## config.mk

```make
export PLATFORM = sky130hd
export DESIGN_NAME = reduce_issue_scheduler_flat
export DESIGN_NICKNAME = d
export VERILOG_FILES = /design/src/rtl/reduce_pkg.sv /design/src/rtl/reduce_issue_scheduler_if.sv /design/src/rtl/reduce_res_fifo.sv /design/src/rtl/reduce_issue_scheduler.sv /design/src/flat_wrapper.sv
export SDC_FILE = /design/constraint.sdc
export NUM_CORES = 1
export LEC_CHECK = 0
export ABC_AREA = 1
export CAP_MARGIN = 0
export CELL_PAD_IN_SITES_DETAIL_PLACEMENT = 1
export CELL_PAD_IN_SITES_GLOBAL_PLACEMENT = 1
export CORE_ASPECT_RATIO = 1.4
export CORE_MARGIN = 8
export CORE_UTILIZATION = 25
export DETAILED_ROUTE_END_ITERATION = 16
export HOLD_SLACK_MARGIN = 0.12
export PLACE_DENSITY = 0.53
export RECOVER_POWER = 50
export SKIP_CTS_REPAIR_TIMING = 1
export SLEW_MARGIN = 40
export SYNTH_ARGS = -nofsm -noshare
export SYNTH_HDL_FRONTEND = slang
export SYNTH_HIERARCHICAL = 1
export SYNTH_SLANG_ARGS = --single-unit
```

## constraint.sdc

```tcl
create_clock -name clk -period 8.9 [get_ports clk]
set_input_delay 1.78 -clock clk [delete_from_list [all_inputs] [get_ports clk]]
set_output_delay 1.78 -clock clk [all_outputs]
set_load 0.01 [all_outputs]
```

## src/rtl/reduce_pkg.sv

```systemverilog
// Shared constants for the reduce issue scheduler: op encodings,
// packet field positions and default widths.
package reduce_pkg;

    localparam int REDUCE_LATENCY   = 13;
    localparam int REDUCE_DATA_W    = 32;
    localparam int REDUCE_TAG_W     = 4;
    localparam int REDUCE_NUM_REQ   = 4;
    localparam int REDUCE_RES_DEPTH = 16;

    localparam int PKT_A_LSB  = 0;
    localparam int PKT_A_MSB  = 31;
    localparam int PKT_OP_LSB = 32;
    localparam int PKT_OP_MSB = 36;
    localparam int OP_W       = PKT_OP_MSB - PKT_OP_LSB + 1;

    typedef enum logic [OP_W-1:0] {
        OP_ADD = 5'h00,
        OP_SUB = 5'h01,
        OP_AND = 5'h02,
        OP_OR  = 5'h03,
        OP_XOR = 5'h04,
        OP_MIN = 5'h05,
        OP_MAX = 5'h06,
        OP_SHL = 5'h07,
        OP_SHR = 5'h08
    } reduce_op_e;

    function automatic int port_w(input int n);
        return (n > 1) ? $clog2(n) : 1;
    endfunction

endpackage

```

## src/rtl/reduce_issue_scheduler_if.sv

```systemverilog
// Requester and result-FIFO bus of the reduce issue scheduler.
// master = requesters/consumer side, slave = scheduler side.
interface reduce_issue_scheduler_if
    import reduce_pkg::*;
#(
    parameter int NUM_REQ = REDUCE_NUM_REQ,
    parameter int DATA_W  = REDUCE_DATA_W,
    parameter int TAG_W   = REDUCE_TAG_W
);
    localparam int PORT_W = port_w(NUM_REQ);

    logic [NUM_REQ-1:0]        req_valid;
    logic [NUM_REQ*OP_W-1:0]   req_op;
    logic [NUM_REQ*DATA_W-1:0] req_a;
    logic [NUM_REQ*DATA_W-1:0] req_b;
    logic [NUM_REQ*TAG_W-1:0]  req_tag;
    logic [NUM_REQ-1:0]        req_grant;

    logic              res_valid;
    logic [DATA_W-1:0] res_data;
    logic [TAG_W-1:0]  res_tag;
    logic [PORT_W-1:0] res_port;
    logic              res_ready;

    modport master (
        output req_valid, req_op, req_a, req_b, req_tag, res_ready,
        input  req_grant, res_valid, res_data, res_tag, res_port
    );

    modport slave (
        input  req_valid, req_op, req_a, req_b, req_tag, res_ready,
        output req_grant, res_valid, res_data, res_tag, res_port
    );

endinterface

```

## src/rtl/reduce_res_fifo.sv

```systemverilog
// Synchronous result FIFO with occupancy count; pointers wrap at DEPTH,
// so DEPTH need not be a power of two.
module reduce_res_fifo #(
    parameter int DEPTH = 16,
    parameter int WIDTH = 8,
    localparam int CNT_W = $clog2(DEPTH + 1),
    localparam int PTR_W = (DEPTH > 1) ? $clog2(DEPTH) : 1
) (
    input  logic             clk,
    input  logic             rst,
    input  logic             i_push,
    input  logic [WIDTH-1:0] i_data,
    input  logic             i_pop,
    output logic [WIDTH-1:0] o_data,
    output logic             o_valid,
    output logic [CNT_W-1:0] o_count
);

    logic [WIDTH-1:0] r_mem [DEPTH];
    logic [PTR_W-1:0] r_wptr;
    logic [PTR_W-1:0] r_rptr;
    logic [CNT_W-1:0] r_count;

    logic w_full;
    logic w_do_pop;
    logic w_do_push;

    function automatic logic [PTR_W-1:0] inc(input logic [PTR_W-1:0] p);
        return (int'(p) == DEPTH - 1) ? '0 : p + 1'b1;
    endfunction

    assign w_full    = (r_count == CNT_W'(DEPTH));
    assign w_do_pop  = i_pop && (r_count != '0);
    // A pop frees the head slot, so a push into a full FIFO is legal then.
    assign w_do_push = i_push && (!w_full || w_do_pop);

    always_ff @(posedge clk or posedge rst) begin
        if (rst) begin
            r_wptr  <= '0;
            r_rptr  <= '0;
            r_count <= '0;
        end else begin
            if (w_do_push) r_wptr <= inc(r_wptr);
            if (w_do_pop)  r_rptr <= inc(r_rptr);
            case ({w_do_push, w_do_pop})
                2'b10:   r_count <= r_count + 1'b1;
                2'b01:   r_count <= r_count - 1'b1;
                default: r_count <= r_count;
            endcase
        end
    end

    always_ff @(posedge clk) begin
        if (w_do_push) r_mem[r_wptr] <= i_data;
    end

    assign o_data  = r_mem[r_rptr];
    assign o_valid = (r_count != '0);
    assign o_count = r_count;

    a_no_overflow: assert property (
        @(posedge clk) disable iff (rst) !(i_push && w_full && !w_do_pop)
    );

endmodule

```

## src/rtl/reduce_issue_scheduler.sv

```systemverilog
// Round-robin issue of reduce ops to a fixed-latency ALU with credit-checked
// result FIFO. Define REDUCE_SCHED_STATS_EN for issue/stall counters.
module reduce_issue_scheduler
    import reduce_pkg::*;
#(
    parameter int NUM_REQ   = REDUCE_NUM_REQ,
    parameter int LATENCY   = REDUCE_LATENCY,
    parameter int DATA_W    = REDUCE_DATA_W,
    parameter int TAG_W     = REDUCE_TAG_W,
    parameter int RES_DEPTH = REDUCE_RES_DEPTH
) (
    input  logic                   clk,
    input  logic                   rst,
    reduce_issue_scheduler_if.slave bus,
    output logic                   o_alu_valid,
    output logic [OP_W-1:0]        o_alu_op,
    output logic [DATA_W-1:0]      o_alu_a,
    output logic [DATA_W-1:0]      o_alu_b,
    input  logic [DATA_W-1:0]      i_alu_result
`ifdef REDUCE_SCHED_STATS_EN
    ,
    output logic [31:0]            o_stat_issue,
    output logic [31:0]            o_stat_stall
`endif
);

    localparam int PORT_W = port_w(NUM_REQ);
    localparam int CNT_W  = $clog2(RES_DEPTH + 1);
    localparam int ENT_W  = DATA_W + TAG_W + PORT_W;

    logic [PORT_W-1:0]  r_rr_ptr;
    logic [CNT_W-1:0]   r_inflight;
    logic [LATENCY-1:0] r_sv;
    logic [TAG_W-1:0]   r_stag  [LATENCY];
    logic [PORT_W-1:0]  r_sport [LATENCY];
    logic [OP_W-1:0]    r_alu_op;
    logic [DATA_W-1:0]  r_alu_a;
    logic [DATA_W-1:0]  r_alu_b;

    logic               w_hit;
    logic               w_credit;
    logic               w_fire;
    logic               w_cap;
    logic               w_pop;
    logic               w_res_valid;
    logic [PORT_W-1:0]  w_gidx;
    logic [PORT_W-1:0]  w_next_ptr;
    logic [NUM_REQ-1:0] w_grant;
    logic [CNT_W-1:0]   w_count;
    logic [ENT_W-1:0]   w_head;

    // Stage 0 of the tracker is the issue register, so a granted op is
    // counted as in flight from the very next cycle.
    assign w_credit = ({1'b0, r_inflight} + {1'b0, w_count})
                      < (CNT_W + 1)'(RES_DEPTH);

    always_comb begin
        w_hit  = 1'b0;
        w_gidx = '0;
        for (int k = 0; k < NUM_REQ; k++) begin
            if (!w_hit && bus.req_valid[(int'(r_rr_ptr) + k) % NUM_REQ]) begin
                w_hit  = 1'b1;
                w_gidx = PORT_W'((int'(r_rr_ptr) + k) % NUM_REQ);
            end
        end
    end

    assign w_grant    = (w_hit && w_credit && !rst)
                        ? (NUM_REQ'(1) << w_gidx) : '0;
    assign w_fire     = |w_grant;
    assign w_next_ptr = (int'(w_gidx) == NUM_REQ - 1) ? '0 : w_gidx + 1'b1;
    assign w_cap      = r_sv[LATENCY-1];
    assign w_pop      = w_res_valid && bus.res_ready;

    always_ff @(posedge clk or posedge rst) begin
        if (rst) begin
            r_rr_ptr   <= '0;
            r_sv       <= '0;
            r_inflight <= '0;
        end else begin
            if (w_fire) r_rr_ptr <= w_next_ptr;
            r_sv <= {r_sv[LATENCY-2:0], w_fire};
            case ({w_fire, w_cap})
                2'b10:   r_inflight <= r_inflight + 1'b1;
                2'b01:   r_inflight <= r_inflight - 1'b1;
                default: r_inflight <= r_inflight;
            endcase
        end
    end

    always_ff @(posedge clk) begin
        if (w_fire) begin
            r_alu_op <= bus.req_op[int'(w_gidx)*OP_W +: OP_W];
            r_alu_a  <= bus.req_a[int'(w_gidx)*DATA_W +: DATA_W];
            r_alu_b  <= bus.req_b[int'(w_gidx)*DATA_W +: DATA_W];
        end
        r_stag[0]  <= bus.req_tag[int'(w_gidx)*TAG_W +: TAG_W];
        r_sport[0] <= w_gidx;
        for (int s = 1; s < LATENCY; s++) begin
            r_stag[s]  <= r_stag[s-1];
            r_sport[s] <= r_sport[s-1];
        end
    end

    reduce_res_fifo #(
        .DEPTH (RES_DEPTH),
        .WIDTH (ENT_W)
    ) u_fifo (
        .clk     (clk),
        .rst     (rst),
        .i_push  (w_cap),
        .i_data  ({r_sport[LATENCY-1], r_stag[LATENCY-1], i_alu_result}),
        .i_pop   (w_pop),
        .o_data  (w_head),
        .o_valid (w_res_valid),
        .o_count (w_count)
    );

    assign bus.req_grant = w_grant;
    assign bus.res_valid = w_res_valid;
    assign {bus.res_port, bus.res_tag, bus.res_data} = w_head;

    assign o_alu_valid = r_sv[0];
    assign o_alu_op    = r_alu_op;
    assign o_alu_a     = r_alu_a;
    assign o_alu_b     = r_alu_b;

`ifdef REDUCE_SCHED_STATS_EN
    logic [31:0] r_stat_issue;
    logic [31:0] r_stat_stall;

    always_ff @(posedge clk or posedge rst) begin
        if (rst) begin
            r_stat_issue <= '0;
            r_stat_stall <= '0;
        end else begin
            if (w_fire && !(&r_stat_issue))
                r_stat_issue <= r_stat_issue + 1'b1;
            if ((|bus.req_valid) && !w_credit && !(&r_stat_stall))
                r_stat_stall <= r_stat_stall + 1'b1;
        end
    end

    assign o_stat_issue = r_stat_issue;
    assign o_stat_stall = r_stat_stall;
`endif

endmodule

```

## src/flat_wrapper.sv

```systemverilog
// flat-port wrapper written by rule: the top's interface ports become plain ports
module reduce_issue_scheduler_flat import reduce_pkg::*;
#(
    parameter int NUM_REQ   = REDUCE_NUM_REQ,
    parameter int LATENCY   = REDUCE_LATENCY,
    parameter int DATA_W    = REDUCE_DATA_W,
    parameter int TAG_W     = REDUCE_TAG_W,
    parameter int RES_DEPTH = REDUCE_RES_DEPTH
)
  (clk, rst, o_alu_valid, o_alu_op, o_alu_a, o_alu_b, i_alu_result, bus_req_valid, bus_req_op, bus_req_a, bus_req_b, bus_req_tag, bus_res_ready, bus_req_grant, bus_res_valid, bus_res_data, bus_res_tag, bus_res_port);
  reduce_issue_scheduler_if #(.NUM_REQ(NUM_REQ), .DATA_W(DATA_W), .TAG_W(TAG_W)) bus_i ();
  input  logic clk;
  input  logic rst;
  output logic o_alu_valid;
  output logic [OP_W-1:0] o_alu_op;
  output logic [DATA_W-1:0] o_alu_a;
  output logic [DATA_W-1:0] o_alu_b;
  input  logic [DATA_W-1:0] i_alu_result;
  input wire logic [$bits(bus_i.req_valid)-1:0] bus_req_valid;
  input wire logic [$bits(bus_i.req_op)-1:0] bus_req_op;
  input wire logic [$bits(bus_i.req_a)-1:0] bus_req_a;
  input wire logic [$bits(bus_i.req_b)-1:0] bus_req_b;
  input wire logic [$bits(bus_i.req_tag)-1:0] bus_req_tag;
  input wire logic [$bits(bus_i.res_ready)-1:0] bus_res_ready;
  output wire logic [$bits(bus_i.req_grant)-1:0] bus_req_grant;
  output wire logic [$bits(bus_i.res_valid)-1:0] bus_res_valid;
  output wire logic [$bits(bus_i.res_data)-1:0] bus_res_data;
  output wire logic [$bits(bus_i.res_tag)-1:0] bus_res_tag;
  output wire logic [$bits(bus_i.res_port)-1:0] bus_res_port;
  assign bus_i.req_valid = bus_req_valid;
  assign bus_i.req_op = bus_req_op;
  assign bus_i.req_a = bus_req_a;
  assign bus_i.req_b = bus_req_b;
  assign bus_i.req_tag = bus_req_tag;
  assign bus_i.res_ready = bus_res_ready;
  assign bus_req_grant = bus_i.req_grant;
  assign bus_res_valid = bus_i.res_valid;
  assign bus_res_data = bus_i.res_data;
  assign bus_res_tag = bus_i.res_tag;
  assign bus_res_port = bus_i.res_port;
  reduce_issue_scheduler #(.NUM_REQ(NUM_REQ), .LATENCY(LATENCY), .DATA_W(DATA_W), .TAG_W(TAG_W), .RES_DEPTH(RES_DEPTH)) u_core (.clk(clk), .rst(rst), .bus(bus_i), .o_alu_valid(o_alu_valid), .o_alu_op(o_alu_op), .o_alu_a(o_alu_a), .o_alu_b(o_alu_b), .i_alu_result(i_alu_result));
endmodule
```

# Yosys cells after proc, flatten, opt, wreduce, memory -nomap -nowiden
# Memories as Yosys holds them, arrays and structs flattened.
# Index checks and enable logic that the tools add are counted.
# word_totals
register_bits	102
ram_bits	686
input_bits	331
out_inout_bits	113
elab_cells	93
n_memories	3
# memory_table
name	words	word_bits	read_ports	rd_clocked_by_memory_dff	write_ports	line_no	text
u_core.u_fifo.r_mem	16	38	1	0	1	reduce_res_fifo.sv:19	logic [WIDTH-1:0] r_mem [DEPTH];
u_core.r_stag	13	4	13	0	13	reduce_issue_scheduler.sv:34	logic [TAG_W-1:0] r_stag [LATENCY];
u_core.r_sport	13	2	13	0	13	reduce_issue_scheduler.sv:35	logic [PORT_W-1:0] r_sport [LATENCY];
# op_classes
add_sub_neg	11
multipliers	1
n_lt_le_gt_ge	5
eq_ne	8
n_shift	5
mux	27
n_bitwise	3
reduce_logical	21
# op_table
op	count
128-bit by 8-bit indexed part select with 32-bit output	2
20-bit by 32-bit indexed part select with 5-bit output	1
5-bit one-hot mux with 2 select lines	2
16-bit by 5-bit indexed part select with 4-bit output	1
1-bit 2-to-1 mux	13
3-bit by 4-bit < comparator with 1-bit output (second input constant)	3
4-bit 2-to-1 mux	3
5-bit by 1-bit adder with 5-bit output (second input constant)	2
2-bit 2-to-1 mux	5
5-bit by 1-bit subtractor with 5-bit output (second input constant)	2
4-bit by 1-bit adder with 4-bit output (second input constant)	2
1-bit binary-select mux with 2-bit select	4
4-bit by 1-bit equality test with 1-bit output (second input constant)	2
1-bit logical AND	8
5-bit by 5-bit adder with 6-bit output	1
2-bit by 1-bit equality test with 1-bit output (second input constant)	3
6-bit by 5-bit < comparator with 1-bit output (second input constant)	1
2-bit OR reduction	3
5-bit equality test (second input constant)	1
1-bit zero test	5
2-bit by 3-bit multiplier with 5-bit output (second input constant)	1
5-bit nonzero test	1
2-bit by 1-bit adder with 2-bit output (second input constant)	2
2-bit adder (second input constant)	2
other kinds (7)	11

# Longest topological paths before layout
# logic_depth
word_depth	20
mapped_depth	25
depth_no_buf	23

# By module
# Netlist, hierarchy kept.
# modules_own_cells
mod	instances	cells_each	area_per_inst_um2	seq_area_each_um2
reduce_res_fifo	1	1838	24558.6	18582.8
reduce_issue_scheduler	1	1097	8560.7	4134.0

# Worst setup path after synthesis
# Ideal clock, no wire load.
# synth_timing
path_type	in2reg
start	input bus_req_valid[3]
end	register u_core.r_inflight[4]
setup_time_ns	0.125
t_arrival_ns	5.988
path_slack_ns	2.787
path_stages	24
path_buffers	2
path_cell_list	inv_1 -> nand2_1 -> nand3_1 -> nand2_2 -> nor2_4 -> nand3_2 -> nand2_2 -> nand2_2 -> buf_6 -> buf_6 -> inv_1 -> ha_1 -> o211ai_1 -> nand2_1 -> inv_1 -> ha_1 -> ha_1 -> nand2_1 -> nor2_1 -> a211oi_1 -> nand2_1 -> nand2_1 -> nor2_1 -> xor2_1
# synth_lines
item	line_no	text
from (decl)	flat_wrapper.sv:19	input wire logic [$bits(bus_i.req_valid)-1:0] bus_req_valid;
1-bit binary-select mux with 2-bit select	reduce_issue_scheduler.sv:61	if (!w_hit && bus.req_valid[(int'(r_rr_ptr) + k) % NUM_REQ]) begin
1-bit 2-to-1 mux (not written as such)	reduce_issue_scheduler.sv:61	
1-bit 2-to-1 mux	reduce_issue_scheduler.sv:61	
1-bit zero test	reduce_issue_scheduler.sv:61	
1-bit logical AND	reduce_issue_scheduler.sv:61	
1-bit 2-to-1 mux	reduce_issue_scheduler.sv:61	
1-bit zero test	reduce_issue_scheduler.sv:61	
1-bit logical AND	reduce_issue_scheduler.sv:61	
(+3 left out)	n/a	
2-bit 2-to-1 mux *	reduce_issue_scheduler.sv:61	
net u_core.w_gidx[0]	reduce_issue_scheduler.sv:46	logic [PORT_W-1:0] w_gidx;
1-bit by 2-bit << shifter with 4-bit output *	reduce_issue_scheduler.sv:69	? (NUM_REQ'(1) << w_gidx) : '0;
4-bit 2-to-1 mux *	reduce_issue_scheduler.sv:69	
4-bit OR reduction *	reduce_issue_scheduler.sv:70	assign w_fire = |w_grant;
net u_core.w_fire	reduce_issue_scheduler.sv:42	logic w_fire;
2-bit by 1-bit equality test with 1-bit output / 2-bit equality test (equally long branches)	reduce_issue_scheduler.sv:83	case ({w_fire, w_cap})
5-bit one-hot mux with 2 select lines / 2-bit nonzero test (equally long branches)	n/a	
to (signal assigned)	reduce_issue_scheduler.sv:84	2'b10: r_inflight <= r_inflight + 1'b1;
to (signal assigned)	reduce_issue_scheduler.sv:85	2'b01: r_inflight <= r_inflight - 1'b1;
to (signal assigned)	reduce_issue_scheduler.sv:86	default: r_inflight <= r_inflight;
to (decl)	reduce_issue_scheduler.sv:32	logic [CNT_W-1:0] r_inflight;
# Mark *: on every way through the listed nets, which the timed path passes. The rest lies on a longest branch. The select of a mux whose other input is x is not followed.
# A chain may end at the register's enable or synchronous reset.

# Final worst setup path
# layout_timing
start	input bus_req_valid[1]
end	output bus_req_grant[3]
# layout_lines
item	line_no	text
1-bit binary-select mux with 2-bit select	reduce_issue_scheduler.sv:61	
1-bit 2-to-1 mux (not written as such)	reduce_issue_scheduler.sv:61	
1-bit 2-to-1 mux	reduce_issue_scheduler.sv:61	
1-bit zero test	reduce_issue_scheduler.sv:61	
1-bit logical AND	reduce_issue_scheduler.sv:61	
1-bit 2-to-1 mux	reduce_issue_scheduler.sv:61	
1-bit zero test	reduce_issue_scheduler.sv:61	
1-bit logical AND	reduce_issue_scheduler.sv:61	
1-bit 2-to-1 mux	reduce_issue_scheduler.sv:61	
1-bit zero test	reduce_issue_scheduler.sv:61	
1-bit logical AND	reduce_issue_scheduler.sv:61	
2-bit 2-to-1 mux *	reduce_issue_scheduler.sv:61	
net u_core.w_gidx[0]	reduce_issue_scheduler.sv:46	
1-bit by 2-bit << shifter with 4-bit output *	reduce_issue_scheduler.sv:69	
4-bit 2-to-1 mux *	reduce_issue_scheduler.sv:69	
to (decl)	flat_wrapper.sv:25	output wire logic [$bits(bus_i.req_grant)-1:0] bus_req_grant;
# Marked as above.

==> flow_summary.json <==
{
  "status": "finished, violations left",
  "violations": "capacitance limit, slew limit",
  "routed_wirelength_mm": 114.6,
  "hpwlAfterDp_mm": 70.75,
  "grt_usage": 0.1552,
  "multiInputGateArea_um2": 8424,
  "grt_pass1_vias": 24970,
  "hold_viol": 0,
  "worstSetupStartpoint": "bus_req_valid[1]",
  "insertion_delay_ns": 0.66,
  "cts_tree": "yes",
  "gr-total-overflow": 0,
  "design_power_total_mw": 14.31,
  "cts_buffers": 84,
  "fillCellCount": 14650,
  "syn_inst": 2935,
  "via_count": 23220,
  "syn2layout_area_growth_pct": 26.18,
  "holdWs_ns": 0.3179,
  "maxSlewViolCount": 180,
  "avgSynthCellArea_um2": 11.28,
  "fin_nets": 3672,
  "synth_fp_nets": 3288,
  "synth.area.top_cells": "edfxtp_1 61%, nand3_1 4.8%, dfxtp_1 4.7%, nor2_1 4.2%, nand2_1 4.1%",
  "ys_types": 38,
  "port_buffers": 443,
  "yosysTopAreaCell": "edfxtp_1",
  "path_clk_slew_ns": 0.06,
  "antenna_found_initial": 31,
  "cts_sinks": 788,
  "synth_top_cell_area_share": 0.6138,
  "async_reset_ff_frac": 0.04188,
  "cp-start-kind": "input port",
  "peakVddDrop_mv": 0.3683,
  "place_area_um2": 39170,
  "grt_start_max_net_pins": 133,
  "p_leak_nw": 15.05,
  "final.setup_skew_ns": 0.01964,
  "ys.flop_type": "edfxtp_1",
  "start_util": 0.2508,
  "arrival_ns": 4.98,
  "max_freq_ghz": 0.1479,
  "synth.most_common_cell": "edfxtp_1",
  "finalSetupTns_ns": 0,
  "cts_max_path_buffers": 3,
  "hold_start": "u_core/r_sport[0][8]",
  "finalSetupViolCount": 0,
  "root_buffer": "clkbuf_16",
  "ios": 444,
  "die_w_um": 323.6,
  "worstHoldPathType": "reg2reg",
  "dieArea_um2": 144500,
  "maxCapViolations": 5,
  "relSlewSlack": -1.579,
  "grt_pass1_wl_mm": 166.4,
  "drt_first_pass_iters": 4,
  "crit_required_ns": 7.12,
  "fin_area_um2": 41790,
  "yosys-top-cells-count": "677 x edfxtp_1, 374 x nor2_1, 364 x nand2_1",
  "worst_slew_pin_slew_ns": 3.868,
  "synth-edff-count": 677,
  "ys.warnings.count": 6,
  "drc": 0,
  "regArea_um2": 22730,
  "ys_seq_area_frac": 0.6859,
  "drt-initial-drc-count": 1306,
  "crit_type": "in2out",
  "critPathCaptureType": "output port",
  "min_period_ns": 6.760,
  "placementRows": 158,
  "wl_per_cell_um": 22.26,
  "ys_ff_latch": 788,
  "layout-drive-gt1-share": 0.06239,
  "die_h_um": 446.7,
  "core_area_um2": 132100,
  "syn_area_um2": 33120,
  "fin_util": 0.3165,
  "critPathMaxFanout": 31,
  "detail-route-antenna-nets": 0,
  "viasPerCell": 4.511,
  "regToRegStartpoint": "u_core/u_fifo/o_count[0]",
  "htreeDepth": 3,
  "post-route-period-util": 0.7595,
  "power_density_nw_per_um2": 342.3,
  "gp_congestion": 0.7709,
  "rsz0062_at_grt": "no"
}
-- layer usage --
| metal | vias up | global-route usage | part of all wire |
|---|---|---|---|
| met5 | - | 0 | 0.0010 |
| met4 | 18 | 0.05278 | 0.029 |
| met3 | 178 | 0.04127 | 0.061 |
| met2 | 535 | 0.2870 | 0.52 |
| met1 | 11520 | 0.1700 | 0.39 |
| li1 | 10970 | - | - |
-- placed cells by master (no fill, tap or decap), types with 3 or more instances in the layout --
master,count
edfxtp_1,677
xor2_1,6
inv_1,258
clkinv_2,9
nand3b_1,75
dfxtp_1,78
buf_6,13
nand2_1,363
bufinv_16,4
nor2_1,370
clkdlybuf4s50_1,409
buf_4,21
nor3_1,4
inv_6,3
dlygate4sd3_1,34
clkbuf_16,86
o211ai_1,79
clkinv_4,3
clkbuf_8,3
nor2_2,29
dfrtp_1,30
a21oi_1,12
clkbuf_1,21
inv_2,3
clkinvlp_4,5
o21ai_0,255
o22ai_1,76
diode_2,6
nand2_4,4
nor3_2,9
o21ai_1,57
nor2_4,5
ha_1,20
clkinv_1,22
nand3_1,315
-- state kept, by name, summed over array words and instances (netlist names) --
register and cells:
u_core/o_alu_b 32, u_core/u_fifo/r_rptr 4, u_core/r_sport 26, u_core/r_rr_ptr 2
u_core/r_inflight 5, u_core/u_fifo/r_wptr 4, u_core/u_fifo/o_count 5, u_core/r_sv 13
u_core/o_alu_op 5, u_core/u_fifo/r_mem 608, u_core/o_alu_a 32, u_core/r_stag 52
-- kinds of logic (layout without fill, tap and decap cells) --
group | Yosys count | count (layout) | share of synthesized area
buffers and inverters | 452 | 899 | 0.06268
other | 0 | 6 | 0
AOI/OAI and AO/OA | 485 | 485 | 0.08270
adders and majority gates | 22 | 22 | 0.008765
DFF | 788 | 788 | 0.6859
and+or+nand+nor | 1180 | 1180 | 0.1578
xor gates and xnor gates | 8 | 8 | 0.002116
-- area by class of cell --
cell class,count,area share
multi-input combinational,1695,0.2016
timing repair buffer,485,0.1147
antenna,6,0.0003593
inverter,265,0.02413
sequential,788,0.5438
clock inverter,46,0.009012
tap,1760,0.05269
clock buffer,103,0.05374
-- worst max-delay path, cell delays in order --
cell	delay (ns)
clkdlybuf4s50_1	0.42
inv_1	0.08
nand2_1	0.07
nand3_1	0.16
nand2_2	0.10
nor2_4	0.15
nand3_2	0.08
nand2_1	0.82
nand2_4	0.18
inv_1	0.18
ha_1	0.24
inv_1	0.06
nor2_1	0.11
clkdlybuf4s50_1	0.55
-- through the flow --
stage / instances / setup slack [ns]
2_1_floorplan: 2935 / 2.787
3_3_place_gp: 4992 / 2.537
3_5_place_dp: 4992 / 2.505
4_1_cts: 5141 / 2.492
5_1_grt: 5144 / 1.789
6_report: 5148 / 2.140
-- final timing paths --
| path | end | slack [ns] | cells past startpoint |
|---|---|---|---|
| max | bus_req_grant[3] | 2.14 | 14 |
| min | u_core/r_sport[0][10] | 0.32 | 0 |
| max reg2reg | u_core/u_fifo/r_mem[9][26] | 3.92 | 8 |
| min reg2reg | u_core/r_sport[0][10] | 0.32 | 0 |
| max in group asynchronous | u_core/r_sv[6] | 6.61 | 2 |
| min in group asynchronous | u_core/u_fifo/o_count[4] | 1.70 | 2 |
-- power breakdown --
group / internal, mW / switching, mW
clock network: 1.91 / 1.49
logic: 1.95 / 3.85
registers: 4.74 / 0.366
Note: power is estimated with default switching activity, not from simulation.
==> RTL change 1 (same settings) <==
`REDUCE_RES_DEPTH`: 16 -> 8.
--- a/src/rtl/reduce_pkg.sv
+++ b/src/rtl/reduce_pkg.sv
@@ -6,7 +6,7 @@
     localparam int REDUCE_DATA_W    = 32;
     localparam int REDUCE_TAG_W     = 4;
     localparam int REDUCE_NUM_REQ   = 4;
-    localparam int REDUCE_RES_DEPTH = 16;
+    localparam int REDUCE_RES_DEPTH = 8;
 
     localparam int PKT_A_LSB  = 0;
     localparam int PKT_A_MSB  = 31;
Formal check against the unedited RTL: no difference found for any inputs over 4 cycles, from zero or initial values and one cycle with rst high; that may be too few to reach the edited logic, so the function may still have changed.
==> RTL change 1 against the original RTL <==
Wire length decreased by 30%. Cell area decreased by 33%. Total power decreased by 26%. Synthesized cell count decreased by 28%. Die area decreased by 35%. Worst setup slack improved by 0.52 ns. Largest power group unchanged. Synthesized area decreased by 36%. Sequential cell count decreased by 308.
==> RTL change 1: results (changes against the original RTL) <==
placement:
  pre_cts_ws_ns: 2.37  # -0.138 ns
  gp_congestion: 0.868  # +13%
  dpl-instance-area_um2: 26500  # -32%
  post-place-cells: 3531  # -29%
clock_network:
  cts_buffers: 51  # -39%
  clkLatencyLatePin_ns: 0.59  # -0.07 ns
synth:
  synthAdderAreaFrac: 0.0110  # +0.00224
  ys_seq_area_frac: 0.638  # -0.0480
  synth_cell_types: 33  # -13%
  synth-compound-area-share: 0.0643  # -0.0184
  synth_edf_count: 373  # -45%
  synthXorXnorAreaFrac: 0.00249  # +0.000370
global_routing:
  grt_max_degree: 155  # +17%
  grt_pass1_vias: 17900  # -28%
  use_met2: 0.298  # +0.0110
  antenna_found_initial: 45  # +45%
  grt_pass1_wl_um: 118000  # -29%
cells_and_area:
  drive_above_1_share: 0.0485  # -0.0139
  reg.largest.list: "u_core/u_fifo/r_mem x304, u_core/r_stag x52"
setup_path:
  crit_path_max_incr_delay_ns: 0.55  # -0.27 ns
  crit_path_max_fanout: 70  # +130%
  worst-endpoint-arrival_ns: 4.46  # -0.52 ns
routing:
  first_pass_iters: 5  # +1
  drt-vias-per-instance: 4.60  # +2.0%
timing:
  skew_ns: 0.0215  # +0.00184 ns
power:
  ir_drop_mv: 0.289  # -22%
floorplanning:
  die_area_um2: 94300  # -35%
status:
  status: "finished, final reports clean"
RTL change 1: cell count changes in the layout (fill, tap and decap cells not counted), sizes merged, moves of 75 or more:
cell    before  now
edfxtp     677  373
nand3      316  166
nand3b      75    0
nand4        2  147
nor2       404  175
o211ai      80    4
o21ai      313  163
RTL change 1: cell families (layout without fill, tap and decap cells):
logic type / after synthesis / after routing
flip-flops: 480 / 480
AO/OA/AOI/OAI: 248 / 248
other: 0 / 25
adder cells (fa/ha/maj): 18 / 18
buffers and inverters: 469 / 890
XOR/XNOR: 6 / 6
AND/OR/NAND/NOR: 893 / 893
RTL change 1: final timing paths:
kind	start	end	slack, ns	depth (start not counted)
worst max-delay path	bus_req_valid[1]	bus_req_grant[1]	2.66	14
worst min-delay path	u_core/r_sport[0][7]	u_core/r_sport[0][9]	0.32	0
worst max register to register	u_core/r_rr_ptr[0]	u_core/r_inflight[3]	4.77	22
worst min register to register	u_core/r_sport[0][7]	u_core/r_sport[0][9]	0.32	0
max in group asynchronous	rst	u_core/r_sv[6]	6.86	2
min in group asynchronous	rst	u_core/u_fifo/r_wptr[0]	1.69	2
RTL change 1: power breakdown:
part,leakage [nW],internal [mW],switching (mW)
Clock,0.799,1.21,0.895
Sequential,4.40,3.19,0.263
Combinational,6.18,1.68,3.38
RTL change 1: final cells by class:
type / count / area (µm²)
fill: 9430 / 55900
clock inverter: 20 / 210
clock buffer: 72 / 1430
multi-input combinational: 1165 / 5700
antenna: 25 / 62.6
timing repair buffer: 467 / 4660
inverter: 331 / 1260
tap: 1088 / 1360
sequential: 480 / 13500
RTL change 1: critical path: cells and delay by family:
family	cells	cell delay (ns)
buf+inv	6	1.39
simple gates	7	1.11
fa+ha+maj	1	0.20
==> RTL change 2 (same flow settings) <==
Made on the original files. Compare `r_count` against `CNT_W'(DEPTH)` with >= in place of ==.
--- a/src/rtl/reduce_res_fifo.sv
+++ b/src/rtl/reduce_res_fifo.sv
@@ -29,7 +29,7 @@
         return (int'(p) == DEPTH - 1) ? '0 : p + 1'b1;
     endfunction
 
-    assign w_full    = (r_count == CNT_W'(DEPTH));
+    assign w_full    = (r_count >= CNT_W'(DEPTH));
     assign w_do_pop  = i_pop && (r_count != '0);
     // A pop frees the head slot, so a push into a full FIFO is legal then.
     assign w_do_push = i_push && (!w_full || w_do_pop);
Behaviour: no difference found for any inputs over 4 cycles, from zero or initial values and one cycle with rst high; that may be too few to reach the edited logic, so the function may still have changed.
==> RTL change 2 against the original RTL <==
The run still ends with max-capacitance violations, max-slew violations left. Total power grew 5.7%. Cell area grew 2.6%. Count of clock-buffer cells in the layout is 12 higher. Sequential cell count unchanged. Sequential power hardly changed. Synthesized area is 2.0% higher. Hold slack got worse by 0.0025 ns. Wire length is 2.7% higher. Critical path depth down 2. Worst setup slack got worse by 0.71 ns. Critical path type is now register to output port. Critical endpoint is now bus_res_data[0]. Largest power group unchanged. Highest routed layer unchanged.
==> RTL change 2: results (changes against the original RTL) <==
routing:
  wl_per_cell_um: 21.4  # -3.7%
  vias: 24300  # +4.7%
  drt_iter0_markers: 1127  # -14%
  drt-vias-per-instance: 4.43  # -1.8%
  first_pass_iters: 5  # +1
cells_and_area:
  final_nets: 3991  # +8.7%
  clkCellAreaFrac: 0.0667  # +0.00397
  nFillCells: 15100  # +3.0%
  antenna_cells: 9  # +3
  area_growth_pct: 26.9
  design.seq.count: 788  # unchanged
  buffer_area_frac: 0.115  # +0.000402
  multi_input_cells: 1971  # +16%
  inv_count: 303  # +14%
  n_all_buffers: 489  # +0.82%
  drive_above_1_share: 0.0569  # -0.00550
  clock_buffers: 115  # +12%
power:
  ir_drop_mv: 0.312  # -15%
  swShare: 0.405  # +0.00678
  power.density_nw_per_um2: 353  # +3.0%
  p_leak_nw: 16.3  # +8.6%
  seq_power_mw: 5.13  # about the same
setup_path:
  crit_path_top_delay_cell: "dfrtp_1"
  r2r.worst_path.cells: 22  # +14
  critPathTopFamily: "buffers and inverters"
  setup.worst_path.start: "u_core/u_fifo/r_rptr[0]"
  crit_path_max_incr_delay_ns: 1.70  # +0.88 ns
  r2r_slack_ns: 3.95  # +0.03 ns
  rr_startpoint: "u_core/r_rr_ptr[0]"
  endpoint: "bus_res_data[0]"
global_routing:
  grt_max_degree: 139  # +4.5%
  grt_pass1_vias: 25400  # +1.6%
  grt_pass1_wl_um: 171000  # +3.1%
  track_usage: 0.154  # -0.000926
  antenna_found_initial: 29  # -6.5%
synth:
  synth_cell_types: 34  # -11%
  ys_seq_area_frac: 0.672  # -0.0136
  synth.net_count: 3601  # +9.5%
  synth_commonest_cells: "edfxtp_1 (677), nor2_1 (643), nand2_1 (533), nand3_1 (353), inv_1 (297)"
  synth_area_leaders: "edfxtp_1 (60%), nor2_1 (7.1%), nand2_1 (5.9%)"
  syn_inst: 3248  # +11%
floorplanning:
  core_region_area_um2: 134000  # +1.5%
placement:
  post-place-cells: 5319  # +6.6%
  pre_cts_ws_ns: 1.82  # -0.689 ns
  dpl.hpwl_um: 74400  # +5.1%
  gp_congestion: 0.829  # +7.5%
clock_network:
  cts_buffers: 85  # +1.2%
status:
  status: "finished, violations left"
  violations: "max-capacitance violations, max-slew violations"
min_path:
  hp-start: "u_core/r_stag[1][4]"
  min_to: "u_core/r_stag[1][8]"
timing:
  skew_ns: 0.0226  # +0.00297 ns
  tightest_slew_ns: 3.69  # -0.179 ns
  fmax_mhz: 134  # -9.5%
  drv_slew: 114  # -37%
flow_run:
  maxCapViolations: 4  # -1
==> RTL change 2: changes by cell type after synthesis, sizes merged, moves of 8 or more <==
cell    unedited run  this run
nor2             404       644
inv              265       303
nand3            316       354
o22ai             76         0
nand2            369       537
o211ai            80         4
clkbuf            64        55
buf              123       131
a21oi             12         4
nor3              13         2
==> RTL change 2: kinds of logic after synthesis <==
kind of cell	Yosys count	synth area share
buf+inv	489	0.0665
fa+ha+maj	22	0.00837
compound gates	326	0.0488
simple gates	1614	0.202
xor+xnor	9	0.00233
flops	788	0.672
==> RTL change 2: routing by layer <==
metal | vias to the layer above | wire length [µm] | track usage
li1 | 11600 | - | -
met1 | 12000 | 47100 | 0.175
met2 | 484 | 61400 | 0.283
met3 | 149 | 6260 | 0.0394
met4 | 18 | 2810 | 0.0434
met5 | - | 108 | 0
